==> config.mk <==
export PLATFORM = sky130hd
export DESIGN_NAME = opcode_exec_unit
export DESIGN_NICKNAME = d
export VERILOG_FILES = /design/src/rtl/opcode_exec_unit.sv
export SDC_FILE = /design/constraint.sdc
export NUM_CORES = 1
export LEC_CHECK = 0
export BUFFER_PORTS_ARGS = -buffer_cell sky130_fd_sc_hd__buf_2
export CORE_ASPECT_RATIO = 0.7
export CORE_MARGIN = 2
export CORE_UTILIZATION = 37
export DETAILED_ROUTE_END_ITERATION = 16
export GPL_TIMING_DRIVEN = 0
export SLEW_MARGIN = 20
export SYNTH_ARGS = -nofsm -noshare
export SYNTH_HDL_FRONTEND = slang
export SYNTH_SLANG_ARGS = --single-unit
==> constraint.sdc <==
create_clock -name clk -period 4.6 [get_ports clk]
set_input_delay 0.23 -clock clk [delete_from_list [all_inputs] [get_ports clk]]
set_output_delay 0.23 -clock clk [all_outputs]
set_load 0.005 [all_outputs]
==> src/rtl/opcode_exec_unit.sv <==
// Opcode execution unit: 4-bit opcodes against a NUM_REGS-entry register file, valid/ready on both sides.
// Optional build macro SAT_ARITH_EN: ADD/SUB saturate instead of wrapping.
module opcode_exec_unit #(
  parameter int DATA_W   = 8,
  parameter int NUM_REGS = 4,
  localparam int ADDR_W  = $clog2(NUM_REGS)
) (
  input  logic              clk,
  input  logic              rst_n,
  input  logic              in_valid,
  output logic              in_ready,
  input  logic [3:0]        opcode,
  input  logic [ADDR_W-1:0] addr,
  input  logic [DATA_W-1:0] data,
  output logic              out_valid,
  input  logic              out_ready,
  output logic [DATA_W-1:0] result,
  output logic              zero,
  output logic              carry,
  output logic              err
);

  localparam int SH_W  = $clog2(DATA_W);
  localparam int CNT_W = $clog2(DATA_W);
  localparam logic [CNT_W-1:0] CNT_LAST = CNT_W'(DATA_W - 1);

  localparam logic [3:0] OP_PASS  = 4'h0;
  localparam logic [3:0] OP_LOAD  = 4'h1;
  localparam logic [3:0] OP_STORE = 4'h2;
  localparam logic [3:0] OP_NOT   = 4'h3;
  localparam logic [3:0] OP_ADD   = 4'h4;
  localparam logic [3:0] OP_SUB   = 4'h5;
  localparam logic [3:0] OP_AND   = 4'h6;
  localparam logic [3:0] OP_OR    = 4'h7;
  localparam logic [3:0] OP_XOR   = 4'h8;
  localparam logic [3:0] OP_SHL   = 4'h9;
  localparam logic [3:0] OP_SHR   = 4'hA;
  localparam logic [3:0] OP_MUL   = 4'hB;
  localparam logic [3:0] OP_ERR   = 4'hF;

  typedef enum logic {IDLE, MUL_BUSY} state_t;
  state_t state, state_next;

  // Handshake: an instruction is taken on in_valid && in_ready; a result beat
  // completes on out_valid && out_ready and is held unchanged until then.
  logic accept;
  logic mul_done;
  assign in_ready = (state == IDLE) && (!out_valid || out_ready);
  assign accept   = in_valid && in_ready;

  logic [DATA_W-1:0] regs [NUM_REGS];
  logic [DATA_W-1:0] operand;
  assign operand = regs[addr];

  logic [DATA_W-1:0] acc, mcand, mplier, mul_add;
  logic [CNT_W-1:0]  cnt;
  assign mul_done = (state == MUL_BUSY) && (cnt == CNT_LAST);
  assign mul_add  = mplier[0] ? acc + mcand : acc;

  logic [DATA_W:0] sum, diff;
  assign sum  = {1'b0, data} + {1'b0, operand};
  assign diff = {1'b0, data} - {1'b0, operand};

  always_comb begin
    state_next = state;
    case (state)
      IDLE:     if (accept && opcode == OP_MUL) state_next = MUL_BUSY;
      MUL_BUSY: if (mul_done) state_next = IDLE;
      default:  state_next = IDLE;
    endcase
  end

  always_ff @(posedge clk or negedge rst_n) begin
    if (!rst_n) state <= IDLE;
    else        state <= state_next;
  end

  logic [DATA_W-1:0] op_result;
  logic              op_carry;
  logic              op_err;

  always_comb begin
    op_result = '0;
    op_carry  = 1'b0;
    op_err    = 1'b0;
    case (opcode)
      OP_PASS, OP_LOAD: op_result = data;
      OP_STORE:         op_result = operand;
      OP_NOT:           op_result = ~data;
      OP_ADD: begin
        op_carry = sum[DATA_W];
`ifdef SAT_ARITH_EN
        op_result = sum[DATA_W] ? '1 : sum[DATA_W-1:0];
`else
        op_result = sum[DATA_W-1:0];
`endif
      end
      OP_SUB: begin
        op_carry = diff[DATA_W];
`ifdef SAT_ARITH_EN
        op_result = diff[DATA_W] ? '0 : diff[DATA_W-1:0];
`else
        op_result = diff[DATA_W-1:0];
`endif
      end
      OP_AND:  op_result = data & operand;
      OP_OR:   op_result = data | operand;
      OP_XOR:  op_result = data ^ operand;
      OP_SHL:  op_result = data << operand[SH_W-1:0];
      OP_SHR:  op_result = data >> operand[SH_W-1:0];
      OP_MUL:  op_result = '0;
      OP_ERR: begin
        op_result = '1;
        op_err    = 1'b1;
      end
      default: op_err = 1'b1;
    endcase
  end

  // MUL is shift-add, one multiplier bit per cycle; the final step's sum goes straight to result.
  always_ff @(posedge clk or negedge rst_n) begin
    if (!rst_n) begin
      for (int i = 0; i < NUM_REGS; i++) regs[i] <= '0;
      out_valid <= 1'b0;
      result    <= '0;
      zero      <= 1'b0;
      carry     <= 1'b0;
      err       <= 1'b0;
      acc       <= '0;
      mcand     <= '0;
      mplier    <= '0;
      cnt       <= '0;
    end else begin
      if (out_valid && out_ready) out_valid <= 1'b0;
      if (accept) begin
        if (opcode == OP_LOAD) regs[addr] <= data;
        if (opcode == OP_MUL) begin
          acc    <= '0;
          mcand  <= data;
          mplier <= operand;
          cnt    <= '0;
        end else begin
          out_valid <= 1'b1;
          result    <= op_result;
          zero      <= (op_result == '0);
          carry     <= op_carry;
          err       <= op_err;
        end
      end
      if (state == MUL_BUSY) begin
        acc    <= mul_add;
        mcand  <= mcand << 1;
        mplier <= mplier >> 1;
        cnt    <= cnt + 1'b1;
        if (mul_done) begin
          out_valid <= 1'b1;
          result    <= mul_add;
          zero      <= (mul_add == '0);
          carry     <= 1'b0;
          err       <= 1'b0;
          cnt       <= '0;
        end
      end
    end
  end

endmodule

# Word level (Yosys, flattened, before mapping)
# Cells that the tools add are included.
# classes
add_sub_neg	4
n_lt_le_gt_ge	2
n_eq_ne	13
shifts	2
muxes	47
bitwise_logic	6
reduce_logical	17
# ops
operator	count
2-to-1 mux 8 bit	17
one-hot mux 8 bit (11 select lines)	1
bitwise mux 32 bit	1
== test 4 bit (second input constant)	5
2-to-1 mux 1 bit	20
binary-select mux 8 bit (select 2 bit)	1
demux 8 bit (select 2 bit)	1
== test 4 x 3 -> 1 bit (second input constant)	4
logical NOT 8 bit	2
2-to-1 mux 3 bit	4
OR reduction 11 bit	1
adder 8 x 8 -> 9 bit	1
subtractor 8 x 8 -> 9 bit	1
adder 8 bit	1
AND 8 bit	1
== test 4 x 2 -> 1 bit (second input constant)	2
NOT 8 bit	1
bitwise OR 8 bit	1
left shift 8 x 3 -> 8 bit	1
>> shifter 8 x 3 -> 8 bit	1
bitwise XOR 8 bit	1
logical AND 1 bit	6
== test 4 x 1 -> 1 bit (second input constant)	1
logical NOT 4 bit	1
12 further kinds	15
# word_totals
reg_bits	72
input_bits	18
out_inout_bits	13
word_cells	105

# Depth between registers and ports, before layout
# Gate-level depths: netlist of run 1.
# depth
ltp_word	11
ltp_mapped	14
depth_no_buf	12

# Worst setup path before layout of run 1
# No wires, ideal clock.
# synth_path
path_kind	input -> register
from	input port addr[1]
to	register zero
setup_time_ps	126
arrival_ps	3198
path_slack_ps	1276
cell_stages	14
path_cell_list	buf_2 > clkbuf_1 > mux4_2 > inv_1 > ha_1 > clkbuf_1 > nor3b_1 > a2111oi_0 > or4_1 > and4_1 > nand4b_1 > nor4_1 > and3_1 > a311o_1
# synth_via
elab_chain_cells	11
elab_cells_between_ends	17
classes_between	add/sub: 2; shift: 2; mux: 8; bitwise: 4; reduce/logical: 1
# synth_lines
element	line	text
start, declared	13	input logic [ADDR_W-1:0] addr,
NOT 2 -> 3 bit (implied by the code) *	53	assign operand = regs[addr];
binary-select mux 8 bit (select 2 bit) *	53	
2-to-1 mux 8 bit (implied by the code) * (2 in series)	53	
subtractor 8 x 8 -> 9 bit (tied with other cells)	62	assign diff = {1'b0, data} - {1'b0, operand};
one-hot mux 8 bit (11 select lines) *	86	case (opcode)
logical NOT 8 bit *	145	zero <= (op_result == '0);
2-to-1 mux 1 bit *	137	if (opcode == OP_MUL) begin
2-to-1 mux 1 bit *	135	if (accept) begin
2-to-1 mux 1 bit	155	if (mul_done) begin
2-to-1 mux 1 bit *	150	if (state == MUL_BUSY) begin
end signal, assigned	145	
end signal, assigned	158	zero <= (mul_add == '0);
end, declared	18	output logic zero,
# Mark *: on every way between the ends. The rest lies on a longest branch, timed or not. The select of a mux whose other input is x is not followed.
# A chain may end at the register's enable or synchronous reset.

# Worst setup path after layout of run 1
# Same ends and word-level chain as after synthesis.

==> impl_metrics.ini, run 1 <==
[yosys]
ys_async_sr_fraction_pct = 100
synth_edf_count = 0
synth_seq_area_share_pct = 32.4
synth.distinct_cells = 66
synth_seq_cells = 72
netlist_instances = 607
synth_ff_type = dfrtp_1
syn-num-nets = 665
synth.avg_cell_area_sq_um = 9.16
yosys_warnings = 0
syn_area_sq_um = 5560

[sta]
slew_viol_final = 0
layout_setup_ws_ps = 773
min_period_ps = 3830
relSlewSlack_pct = 23.1
fin_worst_skew_ps = 7.43
rsz0062_at_grt = no
final_hold_viol_count = 0
worstMarginPinSlew_ps = 1140
fin_setup_tns_ps = 0
fmax_ghz = 0.261
timing.final.crit_share_pct = 83.2
setup_viol = 0

[placement]
gp_congestion = 1.00
numPlacedInstances = 831
hpwl_um = 13800
port_buffers = 28
place_ws_ps = 499

[routing]
wl_per_cell_um = 21.2
antenna_left = 0
drc = 0
via_count = 5146
vias_per_cell = 6.08
first_pass_iters = 5
routed_wl_um = 18000
drt_iter0_markers = 582

[clock_network]
clockBufferDepth = 2
path_clk_slew_ps = 60
cts_buffers = 9
cts_tree = done
clock-sinks = 72
cts_max_level = 3
post_cts_buffers = 0
clockRootBuffer = clkbuf_16
clock_latency_ps = 340

[floorplanning]
rows = 37
die_w_um = 151
dieArea_sq_um = 16000
coreArea_sq_um = 14700
io_pins = 31
fp.dieH_um = 107
start_util_pct = 37.9

[setup_path]
cpMostUsedCell = clkbuf_1
critPathMaxFanout = 10
path_cells = buf_2 -> clkbuf_1 -> mux4_2 -> inv_1 -> ha_1 -> clkbuf_1 -> nor3b_1 -> a2111oi_0 -> o211ai_1 -> and4_1 -> nand4b_1 -> nor4_1 -> and3_1 -> a311o_1
crit_type = in2reg
cp.required_ps = 4820
slowest_stage = a2111oi_0
cp.arrival_ps = 4040
end_kind = register
cpPeakStageDelay_ps = 690
startpoint_type = input port

[final_layout]
n_antenna_cell = 0
syn_to_final_growth_pct = 13.5
nets = 706
mostFrequentLayoutCell = dfrtp_1
fillers = 1450
drive_above_1_share_pct = 16.0
stdcell_count = 847
layout_common_cells = dfrtp_1, nand2_1, nor2_1

[global_routing]
grt_max_degree = 58
antenna_found_initial = 0
first_global_vias = 4902
grt.overflow.total = 0
grt_usage_pct = 23.1
grt_pass1_wl_um = 28100

[run]
max_cap_viol_count = 0

[power_and_ir_drop]
power.density_nw_per_um2 = 447
p_leak_nw = 2.73
ir_drop_mv = 0.204

[worst_hold_path]
hold_class = in2reg

[status]
status = finished clean
layout make-up:
class                           instances  area (sq um)  share of cell area [%]
Sequential cell                        72          1800                    28.6
Tap cell                              195           244                    3.87
Timing Repair Buffer                   30           180                    2.86
Multi-Input combinational cell        467          3480                    55.1
Inverter                               30           115                    1.82
Buffer                                 38           169                    2.68
Clock inverter                          5          81.3                    1.29
Clock buffer                           10           239                    3.79
power by group:
group | internal (W) | switching, W | leakage [nW]
registers | 0.000798 | 0.000116 | 0.937
clock network | 0.000486 | 0.000269 | 0.155
logic | 0.000465 | 0.000684 | 1.64
total | 0.00175 | 0.00107 | 2.73
what timing repair did:
action,4_1_cts,5_1_grt
endpoints found under the hold margin,15,0
hold buffers,1,0
gates resized for setup,0,0
synth_stat cells (all sizes together) (4+ instances only):
library cell,count,area [sq um]
a2111oi,5,43.8
a21o,8,60.1
a21oi,31,155
a221o,9,90.1
a22oi,9,67.6
a31oi,4,25.0
and2,4,25.0
buf,11,67.6
clkbuf,27,101
dfrtp,72,1800
ha,37,463
inv,28,108
mux2,28,315
mux2i,22,220
mux4,11,248
nand2,58,218
nand2b,12,75.1
nand3,12,60.1
nand3b,5,37.5
nand4,5,31.3
nor2,44,165
nor2b,10,62.6
nor3,12,60.1
nor3b,5,42.5
nor4,5,31.3
o211ai,8,60.1
o21ai,37,185
o21bai,6,45.0
o22ai,14,87.6
or3,5,31.3
or4,4,30.0
xnor2,6,52.6
flip-flops by register name, indices dropped and copies added (netlist names):
| signal | cells |
|---|---|
| mcand | 8 |
| regs | 32 |
| carry | 1 |
| cnt | 3 |
| acc | 8 |
| err | 1 |
| result | 8 |
| out_valid | 1 |
| zero | 1 |
| mplier | 8 |
| state | 1 |
per-layer routing:
metal	GRT usage, %	part of all wire, %	vias up
met1	35.6	48	2569
li1	-	-	2322
met4	4.92	1.3	0
met2	32.7	41	231
met3	5.28	8.9	24
met5	0	0	-
metrics by stage:
step	utilization [%]	power, W	hold slack [ps]	area [sq um]
after floorplan	-	0.00168	-65.6	5560
after global routing	43.0	0.00301	269	6310
after global placement	40.5	0.00200	460	5940
after detailed placement	40.7	0.00205	118	5980
after CTS	43.0	0.00281	236	6310
final	43.0	0.00282	267	6310
critical path, delay by kind of cell:
| family | cells | cell delay, ps |
|---|---|---|
| AO/OA/AOI/OAI | 3 | 1160 |
| adder cells (fa/ha/maj) | 1 | 310 |
| buffers and inverters | 4 | 1110 |
| multiplexers | 1 | 420 |
| AND/OR/NAND/NOR | 5 | 800 |
path summary, 6_finish.rpt:
| path | startpoint | end | slack (ps) | depth (start not counted) |
|---|---|---|---|---|
| setup / recovery | addr[1] | zero$_DFF_PN0_ | 770 | 14 |
| hold / removal | out_ready | out_valid$_DFF_PN0_ | 270 | 3 |
| setup reg to reg | regs[0]$_DFFE_PN0P_ | zero$_DFF_PN0_ | 790 | 13 |
| hold reg to reg | mplier[5]$_DFFE_PN0P_ | mplier[5]$_DFFE_PN0P_ | 480 | 2 |
| max in group asynchronous | rst_n | regs[5]$_DFFE_PN0P_ | 3740 | 3 |
| min in group asynchronous | rst_n | result[4]$_DFF_PN0_ | 300 | 2 |
cells by family after synthesis:
family,Yosys count,synth area share (%)
simple gates,198,18.3
compound gates,161,19.6
flops,72,32.4
buf+inv,68,5.11
mux,61,14.1
fa+ha+maj,40,9.41
xor+xnor,7,1.10
Note: power is estimated with default switching activity, not from simulation.
==> run 2: changes to the inputs <==
==> constraint.sdc (replaced) <==
create_clock -name clk -period 3.1 [get_ports clk]
set_input_delay 0.155 -clock clk [delete_from_list [all_inputs] [get_ports clk]]
set_output_delay 0.155 -clock clk [all_outputs]
set_load 0.005 [all_outputs]
==> impl_metrics.ini, run 2 (same netlist as run 1, synthesis figures left out) <==
[global_routing]
grt_usage_pct = 23.5
first_global_vias = 5054
grt_max_degree = 57
grt.overflow.total = 0
antenna_found_initial = 0
grt_pass1_wl_um = 28700

[sta]
min_period_ps = 3330
setup_viol = 2
fin_setup_tns_ps = -375
fmax_ghz = 0.300
timing.final.crit_share_pct = 107
slew_viol_final = 0
relSlewSlack_pct = 34.5
rsz0062_at_grt = yes
layout_setup_ws_ps = -231
final_hold_viol_count = 0
worstMarginPinSlew_ps = 975
fin_worst_skew_ps = 6.52

[floorplanning]
start_util_pct = 37.9
dieArea_sq_um = 16000
coreArea_sq_um = 14700
rows = 37
io_pins = 31
die_w_um = 151
fp.dieH_um = 107

[placement]
port_buffers = 28
gp_congestion = 1.00
place_ws_ps = -758
hpwl_um = 13700
place_area_sq_um = 6000

[power_and_ir_drop]
p_leak_nw = 2.85
intPower_w = 0.00262
power.density_nw_per_um2 = 637
ir_drop_mv = 0.276
power.total_w = 0.00424
power_frac_clock_pct = 24.2
combPwrFrac_pct = 43.8
seqPwrFrac_pct = 32.1
power.switching_w = 0.00163
p_sw_share_pct = 38.4

[routing]
via_count = 5276
routed_wl_um = 18500
antenna_left = 0
drc = 0
first_pass_iters = 6
drt_iter0_markers = 703
wl_per_cell_um = 21.3
vias_per_cell = 6.08

[status]
status = finished, violations left
violations = negative setup slack

[run]
max_cap_viol_count = 0

[final_layout]
syn_to_final_growth_pct = 19.9
final_area_sq_um = 6660
layout_common_cells = dfrtp_1, nand2_1, nor2_1
n_antenna_cell = 0
nets = 727
largest_reg_flops = 32
regMostFlops = regs
drive_above_1_share_pct = 22.6
post-route-util_pct = 45.4
mostFrequentLayoutCell = dfrtp_1

[setup_path]
crit_type = reg2reg
end_kind = register
cp.arrival_ps = 3600
critPathMaxFanout = 3
startpoint_type = register
cp.required_ps = 3370

[clock_network]
cts_tree = done
cts_buffers = 9
clockRootBuffer = clkbuf_16
clock-sinks = 72
clock_latency_ps = 330
clockBufferDepth = 2
path_clk_slew_ps = 60
cts_max_level = 3

[worst_hold_path]
hold_class = in2reg
## run 2: cell types whose count changed in the layout (fill, tap and decap cells not counted), moves of 4 or more
cell     before  now
ha_1         37   31
a21oi_1      31   27
ha_4          0    5
buf_4         1   24
a21oi_2       0    4
## run 2: stage by stage
step,std cells,hold WS (ps)
4_1_cts,856,170
5_1_grt,868,198
6_report,868,170
3_3_place_gp,830,461
2_1_floorplan,607,-141
3_5_place_dp,831,45.8
## run 2: cell type report
type                       count  area [sq um]
clock inverter                 3          42.5
sequential                    72          1800
clock buffer                  12           246
buffer                        37           189
multi-input combinational    467          3670
inverter                      30           120
tap                          195           244
timing repair buffer          52           345
fill                        1419          8010
## run 2: power groups by stage
stage,clock network (W),registers (W),logic [W]
3_3_place_gp,0,0.00136,0.00162
6_report,0.00103,0.00136,0.00186
5_1_grt,0.00110,0.00139,0.00206
3_5_place_dp,0,0.00137,0.00167
2_1_floorplan,0,0.00132,0.00117
4_1_cts,0.00104,0.00136,0.00174
## run 2: final timing paths
kind	start	endpoint	slack, ps	cells past startpoint
setup / recovery	regs[0]$_DFFE_PN0P_	zero$_DFF_PN0_	-230	12
hold / removal	out_ready	out_valid$_DFF_PN0_	170	3
setup reg to reg	regs[0]$_DFFE_PN0P_	zero$_DFF_PN0_	-230	12
hold reg to reg	mplier[6]$_DFFE_PN0P_	mplier[6]$_DFFE_PN0P_	480	2
max in group asynchronous	rst_n	regs[1]$_DFFE_PN0P_	2300	3
min in group asynchronous	rst_n	result[3]$_DFF_PN0_	240	2
## run 2: routing by layer
metal  up-vias  share of wire [%]  global-route usage (%)  wire length (um)
met5         -                  0                       0                 0
met4         0                1.6                    4.85               300
met3        31                 10                    6.87              1920
met2       286                 42                    32.9              7730
met1      2587                 46                    35.6              8560
li1       2372                  -                       -                 -
## run 2: critical path, cell delays in order, from the launching register on
cell and delay, ps:
dfrtp_1 370, mux4_2 540, buf_12 170, ha_4 160, fa_2 400, mux2i_2 190
xnor2_1 140, nor3_1 70, a221o_1 330, a2111o_1 400, nor4_1 190, and3_1 210
a311o_1 110
## run 2: timing repair
action / 4_1_cts / 5_1_grt
resized for setup: 21 / 25
setup buffers: 11 / 13
endpoints found under the setup margin: 9 / 24
hold buffers: 1 / 0
pin swaps: 16 / 15
endpoints found under the hold margin: 16 / 0
